===== src/rtl/dram_controller_if.sv =====
// CPU-side bus bundle for the FPM DRAM controller: bus cycle qualifiers in,
// DRAM strobes, multiplexed address and DTACK out.
interface dram_controller_if #(
    parameter int unsigned ROW_BITS = 10,
    parameter int unsigned COL_BITS = 10
);
    logic                         CS_DRAM_n;
    logic                         AS_n;
    logic                         UDS_n;
    logic                         LDS_n;
    logic                         RW;
    logic [ROW_BITS+COL_BITS-1:0] ADDR;
    logic                         DTACK_DRAM_n;
    logic                         RAS_n;
    logic                         CASU_n;
    logic                         CASL_n;
    logic                         WE_n;
    logic [ROW_BITS-1:0]          MA;

    modport master (
        output CS_DRAM_n, AS_n, UDS_n, LDS_n, RW, ADDR,
        input  DTACK_DRAM_n, RAS_n, CASU_n, CASL_n, WE_n, MA
    );

    modport slave (
        input  CS_DRAM_n, AS_n, UDS_n, LDS_n, RW, ADDR,
        output DTACK_DRAM_n, RAS_n, CASU_n, CASL_n, WE_n, MA
    );
endinterface


===== src/rtl/dram_controller.sv =====
// FPM DRAM controller: row/column multiplexing, per-byte CAS, registered strobes
// and periodic CAS-before-RAS refresh that takes priority over CPU accesses.
module dram_controller #(
    parameter int unsigned ROW_BITS         = 10,
    parameter int unsigned COL_BITS         = 10,
    parameter int unsigned REFRESH_CYCLES   = 156,
    parameter int unsigned RAS_CYCLES       = 2,
    parameter int unsigned PRECHARGE_CYCLES = 2
) (
    input logic              CLK_CPU,
    input logic              RST_n,
    dram_controller_if.slave bus
);

    localparam int unsigned RcW  = $clog2(REFRESH_CYCLES + 1);
    localparam int unsigned CntW = $clog2((RAS_CYCLES > PRECHARGE_CYCLES ?
                                           RAS_CYCLES : PRECHARGE_CYCLES) + 1) + 1;

    typedef enum logic [2:0] {
        StIdle, StRow, StCol, StHold, StRefCas, StRefRas, StPre
    } state_e;

    state_e              state_q, state_d;
    logic [RcW-1:0]      ref_cnt_q, ref_cnt_d;
    logic                ref_pend_q, ref_pend_d;
    logic [CntW-1:0]     cnt_q, cnt_d;
    logic                ras_q, ras_d;
    logic                casu_q, casu_d;
    logic                casl_q, casl_d;
    logic                we_q, we_d;
    logic                dtack_q, dtack_d;
    logic [ROW_BITS-1:0] ma_q, ma_d;
    logic                req;
    logic                wrap;

    assign req  = !bus.CS_DRAM_n && !bus.AS_n;
    assign wrap = (ref_cnt_q == RcW'(REFRESH_CYCLES - 1));

    always_comb begin
        state_d    = state_q;
        ref_cnt_d  = wrap ? '0 : ref_cnt_q + 1'b1;
        ref_pend_d = ref_pend_q | wrap;
        cnt_d      = cnt_q;
        ras_d      = ras_q;
        casu_d     = casu_q;
        casl_d     = casl_q;
        we_d       = we_q;
        dtack_d    = dtack_q;
        ma_d       = ma_q;

        case (state_q)
            StIdle: begin
                // The wrap edge itself already counts as a pending refresh.
                if (ref_pend_q || wrap) begin
                    state_d    = StRefCas;
                    ref_pend_d = 1'b0;
                end else if (req) begin
                    state_d = StRow;
                    ma_d    = bus.ADDR[ROW_BITS+COL_BITS-1:COL_BITS];
                    ras_d   = 1'b0;
                end
            end
            StRow: begin
                if (bus.AS_n) begin
                    {ras_d, casu_d, casl_d, we_d, dtack_d} = '1;
                    cnt_d   = '0;
                    state_d = StPre;
                end else begin
                    ma_d    = ROW_BITS'(bus.ADDR[COL_BITS-1:0]);
                    we_d    = bus.RW;
                    state_d = StCol;
                end
            end
            StCol: begin
                if (bus.AS_n) begin
                    {ras_d, casu_d, casl_d, we_d, dtack_d} = '1;
                    cnt_d   = '0;
                    state_d = StPre;
                end else if (!(bus.UDS_n && bus.LDS_n)) begin
                    casu_d  = bus.UDS_n;
                    casl_d  = bus.LDS_n;
                    dtack_d = 1'b0;
                    state_d = StHold;
                end
            end
            StHold: begin
                if (bus.AS_n) begin
                    {ras_d, casu_d, casl_d, we_d, dtack_d} = '1;
                    cnt_d   = '0;
                    state_d = StPre;
                end
            end
            StRefCas: begin
                casu_d  = 1'b0;
                casl_d  = 1'b0;
                cnt_d   = '0;
                state_d = StRefRas;
            end
            StRefRas: begin
                // First edge drops RAS; it is released after RAS_CYCLES more edges.
                if (cnt_q == CntW'(RAS_CYCLES)) begin
                    {ras_d, casu_d, casl_d, we_d, dtack_d} = '1;
                    cnt_d   = '0;
                    state_d = StPre;
                end else begin
                    ras_d = 1'b0;
                    cnt_d = cnt_q + 1'b1;
                end
            end
            StPre: begin
                if (cnt_q == CntW'(PRECHARGE_CYCLES - 1)) begin
                    state_d = StIdle;
                end else begin
                    cnt_d = cnt_q + 1'b1;
                end
            end
            default: begin
                {ras_d, casu_d, casl_d, we_d, dtack_d} = '1;
                state_d = StIdle;
            end
        endcase
    end

    always_ff @(posedge CLK_CPU) begin
        if (!RST_n) begin
            state_q    <= StIdle;
            ref_cnt_q  <= '0;
            ref_pend_q <= 1'b0;
            cnt_q      <= '0;
            ras_q      <= 1'b1;
            casu_q     <= 1'b1;
            casl_q     <= 1'b1;
            we_q       <= 1'b1;
            dtack_q    <= 1'b1;
            ma_q       <= '0;
        end else begin
            state_q    <= state_d;
            ref_cnt_q  <= ref_cnt_d;
            ref_pend_q <= ref_pend_d;
            cnt_q      <= cnt_d;
            ras_q      <= ras_d;
            casu_q     <= casu_d;
            casl_q     <= casl_d;
            we_q       <= we_d;
            dtack_q    <= dtack_d;
            ma_q       <= ma_d;
        end
    end

    assign bus.RAS_n        = ras_q;
    assign bus.CASU_n       = casu_q;
    assign bus.CASL_n       = casl_q;
    assign bus.WE_n         = we_q;
    assign bus.DTACK_DRAM_n = dtack_q;
    assign bus.MA           = ma_q;

endmodule


===== src/flat_wrapper.sv =====
// flat-port wrapper written by rule: the top's interface ports become plain ports
module dram_controller_flat 
#(
    parameter int unsigned ROW_BITS         = 10,
    parameter int unsigned COL_BITS         = 10,
    parameter int unsigned REFRESH_CYCLES   = 156,
    parameter int unsigned RAS_CYCLES       = 2,
    parameter int unsigned PRECHARGE_CYCLES = 2
)
  (CLK_CPU, RST_n, bus_CS_DRAM_n, bus_AS_n, bus_UDS_n, bus_LDS_n, bus_RW, bus_ADDR, bus_DTACK_DRAM_n, bus_RAS_n, bus_CASU_n, bus_CASL_n, bus_WE_n, bus_MA);
  dram_controller_if #(.ROW_BITS(ROW_BITS), .COL_BITS(COL_BITS)) bus_i ();
  input logic CLK_CPU;
  input logic RST_n;
  input wire logic [$bits(bus_i.CS_DRAM_n)-1:0] bus_CS_DRAM_n;
  input wire logic [$bits(bus_i.AS_n)-1:0] bus_AS_n;
  input wire logic [$bits(bus_i.UDS_n)-1:0] bus_UDS_n;
  input wire logic [$bits(bus_i.LDS_n)-1:0] bus_LDS_n;
  input wire logic [$bits(bus_i.RW)-1:0] bus_RW;
  input wire logic [$bits(bus_i.ADDR)-1:0] bus_ADDR;
  output wire logic [$bits(bus_i.DTACK_DRAM_n)-1:0] bus_DTACK_DRAM_n;
  output wire logic [$bits(bus_i.RAS_n)-1:0] bus_RAS_n;
  output wire logic [$bits(bus_i.CASU_n)-1:0] bus_CASU_n;
  output wire logic [$bits(bus_i.CASL_n)-1:0] bus_CASL_n;
  output wire logic [$bits(bus_i.WE_n)-1:0] bus_WE_n;
  output wire logic [$bits(bus_i.MA)-1:0] bus_MA;
  assign bus_i.CS_DRAM_n = bus_CS_DRAM_n;
  assign bus_i.AS_n = bus_AS_n;
  assign bus_i.UDS_n = bus_UDS_n;
  assign bus_i.LDS_n = bus_LDS_n;
  assign bus_i.RW = bus_RW;
  assign bus_i.ADDR = bus_ADDR;
  assign bus_DTACK_DRAM_n = bus_i.DTACK_DRAM_n;
  assign bus_RAS_n = bus_i.RAS_n;
  assign bus_CASU_n = bus_i.CASU_n;
  assign bus_CASL_n = bus_i.CASL_n;
  assign bus_WE_n = bus_i.WE_n;
  assign bus_MA = bus_i.MA;
  dram_controller #(.ROW_BITS(ROW_BITS), .COL_BITS(COL_BITS), .REFRESH_CYCLES(REFRESH_CYCLES), .RAS_CYCLES(RAS_CYCLES), .PRECHARGE_CYCLES(PRECHARGE_CYCLES)) u_core (.CLK_CPU(CLK_CPU), .RST_n(RST_n), .bus(bus_i));
endmodule

===== config.mk =====
export PLATFORM = sky130hd
export DESIGN_NAME = dram_controller_flat
export DESIGN_NICKNAME = d
export VERILOG_FILES = /design/src/rtl/dram_controller_if.sv /design/src/rtl/dram_controller.sv /design/src/flat_wrapper.sv
export SDC_FILE = /design/constraint.sdc
export NUM_CORES = 1
export LEC_CHECK = 0
export ABC_CLOCK_PERIOD_IN_PS = 3200
export CAP_MARGIN = 20
export CORE_MARGIN = 2
export CORE_UTILIZATION = 41
export CTS_CLUSTER_DIAMETER = 200
export DETAILED_ROUTE_END_ITERATION = 16
export PLACE_DENSITY = 0.78
export SLEW_MARGIN = 20
export SYNTH_ARGS = -nofsm -noshare
export SYNTH_HDL_FRONTEND = slang
export SYNTH_SLANG_ARGS = --single-unit

===== constraint.sdc =====
create_clock -name CLK_CPU -period 3.2 [get_ports CLK_CPU]
set_input_delay 0.32 -clock CLK_CPU [delete_from_list [all_inputs] [get_ports CLK_CPU]]
set_output_delay 0.32 -clock CLK_CPU [all_outputs]
set_load 0.01 [all_outputs]

==> impl_results.md <==
- Crit-path max cell delay: 610 ps
- Post-synthesis async set-or-reset flop share: 0%
- CP Class: flop to flop
- Slew HR: between 50% and 60%
- Total Neg Setup Slack: 0 ps
- Core ar.: ~0.0037 mm²
- CTS resizes: 0
- Synth top area cells: dfxtp_1 37%, a211oi_2 8.6%, mux2i_1 6.9%, a21oi_1 4.4%, nor2_1 3.5%
- Die X: about 67 µm
- Hold Crit Class: flop to flop
- FMAX: about 0.47 GHz
- Initial Util: 43.1%
- First-pass GRT wire length: ~6300 µm
- Tmin final: 2110 ps
- Routed WL per cell: 14.2 µm
- Share of layout cells above drive strength 1: 10.2%
- CTS tree: built
- Final hold slack: around 460 ps
- CTS Root Cell: clkbuf_8
- Slowest-stage cell, CP: or4_1
- Arr. time, crit path: about 2300 ps
- Ant. Diodes: 0
- Endpoints failing setup: 0
- Vias: approximately 1400
- Status: completed
- Peak supply drop: between 0.3 and 0.4 mV
- Warnings from Yosys: 0
- Worst-Skew Late Latency: 280 ps
- Area Overhead vs Synth: 32.6%
- Max-cap check violation count: 0
- Nets: ~250
- Data required time of the critical path: roughly 3400 ps
- Crit-path max FO: 11
- Final Wtd Congestion: 0.841
- H-Tree Depth: 2
- Sequential cell area fraction in the yosys report: between 30% and 40%
- Crit. End Element: flop
- Post-synth top area share: between 30% and 40%
- Unique masters post-synth: 48
- Die Y: ~67 µm
- Critical Path, Cell by Cell: ha_1 -> nand4b_1 -> or4_1 -> and2_1 -> a211oi_2
- DRT Pass-1 Iters: 4
- Largest net degree at the start of global routing: 18
- Sum of buffers and inverters on the critical path: 0
- RSZ-0062 raised after global routing: false
- Post-DP HPWL: around 2700 µm
- Worst-path clk slew: ~60 ps
- Startpoint types: flop
- Pleak: roughly 0.75 nW
- Core Rows: 22
- Post-synth EDFFs: 0
- Vias in the first global route: approximately 1400
- Design Power: between 1 and 1.5 mW
- Setup Buffers After CTS: 0
- CTS Buffer Depth: 2
- Flops & latches, synth: 30
- 1st-iter DRT viols: between 90 and 100
- Post-Syn Nets: 205
- WL final: about 3700 µm
- Leading area contributor after synthesis: dfxtp_1
- Tightest Pin Transition: approximately 620 ps
- Die area: 0.00443 mm²
- Clock tree sinks: 30
- Mapped Avg Cell Area: about 9.2 µm²
- Remaining DRCs: 0
- Slew Limit Fails: 0
- Top_reg_cell synth: dfxtp_1
- Worst clock skew: between 4 and 5 ps
- FF-to-FF setup slack: around 1100 ps
- Final worst path period share: 65.9%
- Initial antenna violation count: 0
- Synth Instances: 174
- I/O pin total: 42
- Post-CTS Hold Buffers: 0
- DRT antenna net count: 0
- Number of buffers created by CTS: 5
- Grt total ovfl: 0
- Vias per cell: 5.40
- Fin. Hold Viols: 0
- Power per Cell Area: between 600 and 700 mW/mm²
- Fill cells: between 300 and 400
- Syn Std Cell Area: 0.00160 mm²
- # port buffers: 41
- Total track usage: between 10% and 20%
- CP top delay family: simple AND/OR/NAND/NOR gates
-- state kept, by name, summed over array words and instances, names as in the netlist, 3 cells and up --
signal and cells:
u_core.bus.MA 10, u_core.cnt_q 3, u_core.ref_cnt_q 8, u_core.state_q 3
-- worst paths after layout --
check,from,to,depth (start not counted)
worst min register to register,u_core.bus.DTACK_DRAM_n$_SDFFE_PN1P_,u_core.bus.DTACK_DRAM_n$_SDFFE_PN1P_,2
worst max-delay path,u_core.ref_cnt_q[0]$_SDFF_PP0_,u_core.bus.MA[3]$_SDFFE_PN0P_,5
worst max register to register,u_core.ref_cnt_q[0]$_SDFF_PP0_,u_core.bus.MA[3]$_SDFFE_PN0P_,5
worst min-delay path,u_core.bus.DTACK_DRAM_n$_SDFFE_PN1P_,u_core.bus.DTACK_DRAM_n$_SDFFE_PN1P_,2
-- Yosys cell counts (5+ instances only) --
library cell and instances:
clkbuf_1 6, xor2_1 5, o21ai_0 6, a21oi_1 14, mux2i_1 11, inv_1 6
nand4_1 5, dfxtp_1 30, nor2_1 15, a211oi_2 11, nand2_1 6
-- tightest hold or removal path: stages, from the launching register on --
cell,delay [ps]
dfxtp_1,310
nand3_1,60
nand2_1,50
-- logic make-up (layout without fill, tap and decap cells) --
logic type                 Yosys count  count (layout)  share of synthesized area, %
and+or+nand+nor                     54              54                          18.7
AOI/OAI and AO/OA                   52              52                          25.4
DFF                                 30              30                          37.5
buffers and inverters               16              57                          4.53
muxes                               12              12                          7.57
xor gates and xnor gates             6               6                          3.28
adders and majority gates            4               4                          3.12
-- cells in the final DEF, fill, tap and decap left out, types with 5 or more instances in the layout --
master	netlist	final
nand2_1	6	6
dfxtp_1	30	30
nor2_1	15	15
clkdlybuf4s50_1	0	41
xor2_1	5	5
nand4_1	5	5
clkbuf_8	0	6
inv_1	6	6
a21oi_1	14	14
o21ai_0	6	6
mux2i_1	11	11
a211oi_2	11	11
-- metal layers --
metal  wire length [µm]  global-route usage (%)
met1               1690                    23.2
met2               1710                    30.1
met3                270                    5.91
met4                 55                    6.89
met5                  0                       0
-- through the flow --
step,area (µm²),worst slack [ps],cells,utilization [%]
final,2130,1090,263,57.2
after detailed placement,2030,918,255,54.7
after global routing,2130,944,263,57.2
after global placement,2030,992,255,54.7
after CTS,2130,1100,263,57.2
after floorplan,1600,1540,174,-
-- power by group --
part / switching (mW) / total (mW) / internal (mW)
Combinational: 0.295 / 0.609 / 0.313
Sequential: 0.0988 / 0.556 / 0.457
Clock: 0.133 / 0.306 / 0.173
Total: 0.527 / 1.47 / 0.943
-- area by class of cell --
class / count / area [µm²] / share of cell area (%)
clock inverters: 1 / 5.00 / 0.235
flip-flops and latches: 30 / 601 / 28.3
clock buffers: 7 / 86.3 / 4.06
multi-input cells: 128 / 930 / 43.7
inverters: 7 / 26.3 / 1.24
repair buffers: 42 / 418 / 19.7
well taps: 48 / 60.1 / 2.83
No activity file was read; power rests on OpenSTA's default activity.
==> RTL edit, RTL diff (same flow settings) <==
`RAS_CYCLES` is set to 2 in 2 places; all go to 1.
--- a/src/rtl/dram_controller.sv
+++ b/src/rtl/dram_controller.sv
@@ -4,7 +4,7 @@
     parameter int unsigned ROW_BITS         = 10,
     parameter int unsigned COL_BITS         = 10,
     parameter int unsigned REFRESH_CYCLES   = 156,
-    parameter int unsigned RAS_CYCLES       = 2,
+    parameter int unsigned RAS_CYCLES       = 1,
     parameter int unsigned PRECHARGE_CYCLES = 2
 ) (
     input logic              CLK_CPU,
--- a/src/flat_wrapper.sv
+++ b/src/flat_wrapper.sv
@@ -4,7 +4,7 @@
     parameter int unsigned ROW_BITS         = 10,
     parameter int unsigned COL_BITS         = 10,
     parameter int unsigned REFRESH_CYCLES   = 156,
-    parameter int unsigned RAS_CYCLES       = 2,
+    parameter int unsigned RAS_CYCLES       = 1,
     parameter int unsigned PRECHARGE_CYCLES = 2
 )
   (CLK_CPU, RST_n, bus_CS_DRAM_n, bus_AS_n, bus_UDS_n, bus_LDS_n, bus_RW, bus_ADDR, bus_DTACK_DRAM_n, bus_RAS_n, bus_CASU_n, bus_CASL_n, bus_WE_n, bus_MA);
Behaviour: same outputs for any inputs over 10 cycles, from zero or initial values and one cycle with RST_n low; that may be too few to reach the edited logic, so the function may still have changed.
==> RTL edit against the unedited design <==
Wire length shrank 15%; total power shrank 0.76%; area after synthesis shrank 8.7%; synthesized cell count is the same; sequential cell count is the same; worst hold slack gained 0.014 ns; final area shrank 5.7%; worst setup slack lost 0.091 ns; die area shrank 8.2%; first-iteration DRC count shrank 13%.
==> RTL edit: results <==
set metrics [dict create \
    netlist_top_cells_count "sky130_fd_sc_hd__dfxtp_1 (30), sky130_fd_sc_hd__nor2_1 (29), sky130_fd_sc_hd__a21oi_1 (13)" \
    timing.reg2reg.worst_path_depth 6 \
    detail_route.first_pass.iterations 5 \
    finalWeightedCongestion 0.881 \
    reg2reg_to "u_core.bus.MA[4]" \
    hold_path_end "u_core.bus.CASU_n" \
    worstMarginPinSlew_ns 0.647 \
    clk_pin_slew_worst_paths_ns 0.10 \
    worstHoldStart "u_core.bus.CASU_n" \
    cts_resized 0 \
    cts_root_buffer "sky130_fd_sc_hd__clkbuf_4" \
    avgSynthCellArea_um2 8.41 \
    fin_cells 261 \
    setup_viol 0 \
    synth_xor_xnor_area_share 0.0359 \
    mappedNetlistNets 204 \
    synth_compound_area_frac 0.202 \
    drt_first_iter_violations 79 \
    drive_above_1_share 0.0558 \
    grt_pass1_vias 1295 \
    largest_register_ffs 10 \
    placement.cell_area_mm2 0.00189 \
    cts_made_buffers 5 \
    worst_path_max_delay_cell "sky130_fd_sc_hd__a22o_1" \
    synth.distinct_cells 35 \
    cp.arrival_ns 2.45 \
    port_buffers 41 \
    num-nets-final 244 \
    finalWirelength_um 3170 \
    peakVddDrop_uv 376 \
    cp_max_fo 20 \
    timing.hold.ws_ns 0.474 \
    synthTopCellsByArea "sky130_fd_sc_hd__dfxtp_1 (41%), sky130_fd_sc_hd__nor2_1 (7.4%), sky130_fd_sc_hd__mux2i_1 (6.8%)" \
    total_leakage_power_nw 0.782 \
    netSwitchingFraction 0.329 \
    slack_of_the_worst_reg_to_reg_path_ns 1.0 \
    final.setup_skew_ns 0.00751 \
    antenna_cells_inserted 0 \
    post-place-cells 253 \
    place_worst_setup_slack_ns 0.873 \
    hpwl_after_dpl_um 2300 \
    synth_fa_ha_area_frac 0.0257 \
    rr_startpoint "u_core.ref_cnt_q[0]" \
    seq_area_frac_synth 0.411 \
    clkLatencyLatePin_ns 0.33 \
    via_count 1353 \
    fillCellCount 313 \
    ctsHtreeMaxLevel 2 \
    grt_max_degree 21 \
    grt_util_all_layers 0.173 \
    status "finished clean" \
    synth_mux_area_frac 0.0684 \
    critical-path-top-delay-family "compound AO/OA/AOI/OAI gates" \
    grt_pass1_wl_um 5600 \
]
==> RTL edit: cell count changes in the layout (fill, tap and decap cells not counted), moves of 5 or more <==
| cell | delta |
|---|---|
| sky130_fd_sc_hd__a211oi_2 | -11 |
| sky130_fd_sc_hd__clkbuf_8 | -5 |
| sky130_fd_sc_hd__nor2_1 | +14 |
| sky130_fd_sc_hd__o21ai_0 | +5 |
| sky130_fd_sc_hd__clkbuf_4 | +5 |
| sky130_fd_sc_hd__a211oi_1 | +12 |
==> RTL edit: how the worst max path moves through the flow <==
stage / endpoint / slack (ns) / startpoint
after floorplan: u_core.bus.MA[0] / 1.51 / u_core.ref_cnt_q[0]
after global placement: u_core.bus.MA[2] / 1.02 / bus_AS_n
after detailed placement: u_core.bus.MA[4] / 0.87 / bus_AS_n
after CTS: u_core.bus.MA[4] / 0.99 / u_core.ref_cnt_q[0]
after global routing: u_core.bus.MA[7] / 0.77 / u_core.ref_cnt_q[0]
final: u_core.bus.MA[4] / 1.0 / u_core.ref_cnt_q[0]
==> RTL edit: cell type report <==
type	count	area [um2]	area share
Sequential cell	30	601	0.300
Inverter	7	26.3	0.0131
Timing Repair Buffer	42	418	0.208
Clock inverter	2	60.1	0.0300
Multi-Input combinational cell	128	791	0.395
Tap cell	46	57.6	0.0287
Clock buffer	6	51.3	0.0256
==> RTL edit: power by group through the flow <==
stage	registers (mW)	logic (mW)	clock network (mW)
after floorplan	0.513	0.366	0
after global placement	0.534	0.526	0
after detailed placement	0.536	0.531	0
after CTS	0.527	0.536	0.404
after global routing	0.542	0.594	0.427
final	0.529	0.532	0.398
==> RTL edit: routing by layer <==
metal,global-route usage,part of all wire,vias up
met4,0.0652,0.015,0
met2,0.275,0.47,47
met5,0,0,-
li1,-,-,696
met3,0.0616,0.078,6
met1,0.215,0.44,604
